### config.mk
export PLATFORM = sky130hd
export DESIGN_NAME = cpu_clk_sequencer
export DESIGN_NICKNAME = d
export VERILOG_FILES = /design/src/rtl/cpu_clk_sequencer.sv
export SDC_FILE = /design/constraint.sdc
export NUM_CORES = 1
export LEC_CHECK = 0
export ABC_CLOCK_PERIOD_IN_PS = 3100
export BUFFER_PORTS_ARGS = -buffer_cell sky130_fd_sc_hd__buf_2
export CORE_ASPECT_RATIO = 1.75
export CORE_MARGIN = 2
export CORE_UTILIZATION = 50
export DETAILED_ROUTE_END_ITERATION = 8
export GPL_TIMING_DRIVEN = 0
export PLACE_DENSITY = 0.73
export RECOVER_POWER = 50
export SLEW_MARGIN = 20
export SYNTH_ARGS = -nofsm -noshare
export SYNTH_HDL_FRONTEND = slang
export SYNTH_SLANG_ARGS = --single-unit
### constraint.sdc
create_clock -name clk -period 3.1 [get_ports clk]
set_input_delay 0.155 -clock clk [delete_from_list [all_inputs] [get_ports clk]]
set_output_delay 0.155 -clock clk [all_outputs]
set_load 0.1 [all_outputs]
### src/rtl/cpu_clk_sequencer.sv
// Run/halt/single-step/burst controller producing a registered clock enable for the core.
// The core stays on clk and advances only on cycles where cpu_en is high.
module cpu_clk_sequencer #(
  parameter int DIV_W      = 8,
  parameter int CNT_W      = 16,
  parameter int DEB_CYCLES = 4
) (
  input  logic             clk,
  input  logic             rst_n,
  input  logic [1:0]       mode,
  input  logic [DIV_W-1:0] div,
  input  logic             step_btn,
  input  logic             start,
  input  logic [CNT_W-1:0] burst_len,
  output logic             cpu_en,
  output logic             busy,
  output logic             done,
  output logic [31:0]      cycle_cnt
);

  localparam int DEB_W = $clog2(DEB_CYCLES + 1);
  localparam logic [DEB_W-1:0] DEB_MAX = DEB_W'(DEB_CYCLES);

  localparam logic [1:0] MODE_HALT  = 2'b00;
  localparam logic [1:0] MODE_RUN   = 2'b01;
  localparam logic [1:0] MODE_STEP  = 2'b10;
  localparam logic [1:0] MODE_BURST = 2'b11;

  typedef enum logic [1:0] {
    S_IDLE  = 2'd0,
    S_RUN   = 2'd1,
    S_SWAIT = 2'd2,
    S_BURST = 2'd3
  } state_t;

  state_t           state_q, state_d;
  logic [DIV_W-1:0] presc_q, presc_d;
  logic [CNT_W-1:0] burst_q, burst_d;
  logic [DEB_W-1:0] deb_q, deb_d;
  logic             btn_s1_q, btn_s1_d;
  logic             btn_s2_q, btn_s2_d;
  logic             acc_q, acc_d;
  logic             cpu_en_q, cpu_en_d;
  logic             done_q, done_d;
  logic [31:0]      cycle_cnt_q, cycle_cnt_d;
  logic             tick;

  // Debounce saturates at DEB_MAX so a held button yields a single accept pulse.
  always_comb begin
    btn_s1_d = step_btn;
    btn_s2_d = btn_s1_q;
    if (!btn_s2_q) begin
      deb_d = '0;
    end else if (deb_q != DEB_MAX) begin
      deb_d = deb_q + DEB_W'(1);
    end else begin
      deb_d = deb_q;
    end
    acc_d = (deb_d == DEB_MAX) && (deb_q != DEB_MAX);
  end

  assign tick = (presc_q == div);

  always_comb begin
    state_d     = state_q;
    presc_d     = presc_q;
    burst_d     = burst_q;
    cpu_en_d    = 1'b0;
    done_d      = 1'b0;
    cycle_cnt_d = cycle_cnt_q + {31'b0, cpu_en_q};
    case (state_q)
      S_IDLE: begin
        // Holding the prescaler at zero here clears it on every RUN/BURST entry.
        presc_d = '0;
        if (mode == MODE_RUN) begin
          state_d = S_RUN;
        end else if (mode == MODE_STEP && acc_q) begin
          cpu_en_d = 1'b1;
          state_d  = S_SWAIT;
        end else if (mode == MODE_BURST && start && burst_len != '0) begin
          burst_d = burst_len;
          state_d = S_BURST;
        end
      end
      S_RUN: begin
        if (mode != MODE_RUN) begin
          state_d = S_IDLE;
        end else begin
          presc_d  = tick ? '0 : presc_q + DIV_W'(1);
          cpu_en_d = tick;
        end
      end
      S_SWAIT: begin
        if (!btn_s2_q) state_d = S_IDLE;
      end
      S_BURST: begin
        if (mode == MODE_HALT) begin
          state_d = S_IDLE;
        end else begin
          presc_d = tick ? '0 : presc_q + DIV_W'(1);
          if (tick) begin
            cpu_en_d = 1'b1;
            burst_d  = burst_q - CNT_W'(1);
            if (burst_q == CNT_W'(1)) begin
              done_d  = 1'b1;
              state_d = S_IDLE;
            end
          end
        end
      end
      default: state_d = S_IDLE;
    endcase
  end

  always_ff @(posedge clk or negedge rst_n) begin
    if (!rst_n) begin
      state_q     <= S_IDLE;
      presc_q     <= '0;
      burst_q     <= '0;
      deb_q       <= '0;
      btn_s1_q    <= 1'b0;
      btn_s2_q    <= 1'b0;
      acc_q       <= 1'b0;
      cpu_en_q    <= 1'b0;
      done_q      <= 1'b0;
      cycle_cnt_q <= '0;
    end else begin
      state_q     <= state_d;
      presc_q     <= presc_d;
      burst_q     <= burst_d;
      deb_q       <= deb_d;
      btn_s1_q    <= btn_s1_d;
      btn_s2_q    <= btn_s2_d;
      acc_q       <= acc_d;
      cpu_en_q    <= cpu_en_d;
      done_q      <= done_d;
      cycle_cnt_q <= cycle_cnt_d;
    end
  end

  assign cpu_en    = cpu_en_q;
  assign done      = done_q;
  assign busy      = (state_q == S_RUN) || (state_q == S_BURST);
  assign cycle_cnt = cycle_cnt_q;

endmodule

==> flow_metrics.tcl <==
set metrics [dict create \
    worst_slack_ns 0.829 \
    rsz0062_at_grt "false" \
    power_density_mw_per_mm2 705 \
    clock-sinks 66 \
    cts_resized 0 \
    busiest_layer "met2" \
    synth_top_flop_cell "dfrtp_1" \
    ys_warn_count 0 \
    synth_area_mm2 0.00355 \
    ctsHoldBuffers 2 \
    track_usage_pct 23.4 \
    met3_usage_pct 5.44 \
    wl_mm 8.08 \
    fill_cells 577 \
    power_frac_comb_pct 26.7 \
    drv_cap 1 \
    grt_pass1_wl_mm 13.7 \
    initial_core_util_pct 51.7 \
    chipWidth_um 67.7 \
    io_pins 65 \
    grt_max_degree 41 \
    pwr-share-clk_pct 36.2 \
    tns_ns 0 \
    core_mm2 0.00686 \
    max_freq_ghz 0.440 \
    use_met2_pct 41.2 \
    diodes 0 \
    num_vias 2981 \
    max-slew-margin-rel_pct -0.912 \
    regArea_mm2 0.00165 \
    gp_congestion 0.914 \
    layout_common_cells "66 x dfrtp_1, 58 x buf_2, 29 x nor2_1, 27 x nand2_1, 24 x a21oi_1" \
    netlist_instances 357 \
    worstPathArrival_ns 2.45 \
    port_buffers 64 \
    ir_drop_mv 0.450 \
    cts_tree "built" \
    grt-ovfl-total 0 \
    power.total_uw 3050 \
    post_cts_buffers 0 \
    ys_seq_elements 66 \
    cp_data_required_time_ns 3.28 \
    synth_seq_area_share_pct 46.6 \
    multiInputGateArea_mm2 0.00177 \
    finalSetupViolCount 0 \
    routed_via_density 5.69 \
    design.die.area_mm2 0.00781 \
    finalCritPeriodShare_pct 73.2 \
    cts_buffer_depth 2 \
    p_seq_share_pct 37.1 \
    grt_pass1_vias 3025 \
    pre_cts_ws_ns 0.835 \
    layout_min_cycle_time_ns 2.27 \
    cp-end-kind "flip-flop" \
    yosysUniqueCellTypes 58 \
    gr-usage-met1_pct 26.0 \
    worst-path-max-fanout 10 \
    dr.pass1.iters 4 \
    area.growth.synth_to_final_pct 22.2 \
    power_switching_share_pct 32.8 \
    rows 40 \
    drtIter0Drc 149 \
    status "finished with violations" \
    slew_viol_final 27 \
    fin_skew_ns 0.00513 \
    cts_root_buf "clkbuf_16" \
    p_leak_uw 0.00208 \
    hold_class "primary input to flip-flop" \
    worst_slew_pin_slew_ns 1.51 \
    final_common_cell "dfrtp_1" \
    ant_nets 0 \
    avgRoutedWirePerCell_um 15.4 \
    final_util_pct 63.2 \
    cts_buffers 9 \
    critical_path_class "flip-flop to flip-flop" \
    critPathLaunchType "flip-flop" \
    clock_latency_ns 0.33 \
    drc_errors 0 \
    syn_nets 394 \
    cts-htree-levels 3 \
    synthArstFlopShare_pct 100 \
    nNetsFinal 472 \
    intPower_uw 2050 \
    p_sw_uw 1000 \
    syn_avg_cell_area_um2 9.94 \
    hold_violations 0 \
    final_layout_size_suffix_gt1_share_pct 21.8 \
    hpwlAfterDp_mm 6.11 \
    clkTransAtPathRegs_ns 0.05 \
    synth-edff-count 0 \
    antenna_found_initial 0 \
    chipHeight_um 115 \
    failed_checks "capacitance limit, slew limit" \
]
==> metrics by stage <==
| step | area (um^2) | hold slack, ns | cells |
|---|---|---|---|
| finish | 4330 | 0.115 | 524 |
| floorplan | 3550 | -0.141 | 357 |
| CTS | 4350 | 0.102 | 524 |
| detailed placement | 4000 | 0.0935 | 506 |
| global placement | 3970 | 0.264 | 505 |
| global route | 4330 | 0.126 | 524 |
==> kinds of logic after synthesis <==
logic type / share of synthesized area, %
xor gates and xnor gates: 9.38
and+or+nand+nor: 22.0
buffers and inverters: 3.53
muxes: 0.917
AOI/OAI and AO/OA: 15.1
adders and majority gates: 2.47
DFF: 46.6
==> cells in the mapped netlist, drive strengths merged, types with 6 or more instances <==
library cell | count | area (um^2)
a21oi | 24 | 120
a31oi | 7 | 43.8
and2 | 6 | 40.0
and3 | 11 | 68.8
clkbuf | 11 | 52.5
dfrtp | 66 | 1650
ha | 7 | 87.6
inv | 8 | 30.0
nand2 | 27 | 101
nand3 | 21 | 105
nor2 | 29 | 109
nor3 | 8 | 51.3
nor4 | 11 | 98.8
o21ai | 12 | 60.1
or2 | 6 | 40.0
xnor2 | 17 | 149
xor2 | 21 | 184
==> power groups by stage <==
stage	sequential, uW	clock [uW]	combinational, uW
6_report	1130	1100	815
2_1_floorplan	1160	0	578
5_1_grt	1160	1160	907
4_1_cts	1130	1120	821
3_5_place_dp	1150	0	815
3_3_place_gp	1140	0	797
==> critical path, cell delays in order (launching register included) <==
cell	delay, ns
dfrtp_1	0.31
clkbuf_1	0.28
and2_1	0.18
clkbuf_2	0.20
clkbuf_1	0.41
o21ai_0	0.24
nor4_1	0.48
==> sequential cells by signal (all words and copies together), names as in the netlist, 2 cells and up <==
| signal | count |
|---|---|
| cycle_cnt | 32 |
| burst_q | 16 |
| state_q | 2 |
| presc_q | 8 |
| deb_q | 3 |
==> path summary, 6_finish.rpt <==
kind | startpoint | to | slack, ns | cells past startpoint
hold / removal | burst_len[13] | burst_q[13] | 0.11 | 3
max in group asynchronous | rst_n | burst_q[8] | 1.48 | 3
setup / recovery | state_q[1] | done | 0.83 | 6
setup reg to reg | state_q[1] | done | 0.83 | 6
hold reg to reg | btn_s1_q | btn_s2_q | 0.35 | 0
min in group asynchronous | rst_n | cycle_cnt[5] | 0.73 | 2
==> per-layer routing <==
layer / share of wire (%) / vias up
met5: 0 / -
met4: 2.5 / 0
met3: 4.8 / 16
met2: 54 / 84
met1: 39 / 1420
li1: - / 1461
==> area by class of cell <==
class / count / area share [%]
plain buffers: 16 / 2.19
clock buffers: 12 / 5.92
clock inverters: 4 / 1.70
inverters: 8 / 0.693
multi-input cells: 267 / 40.8
flip-flops and latches: 66 / 38.1
well taps: 84 / 2.42
repair buffers: 67 / 8.11
Power figures use the tool's default switching activity.
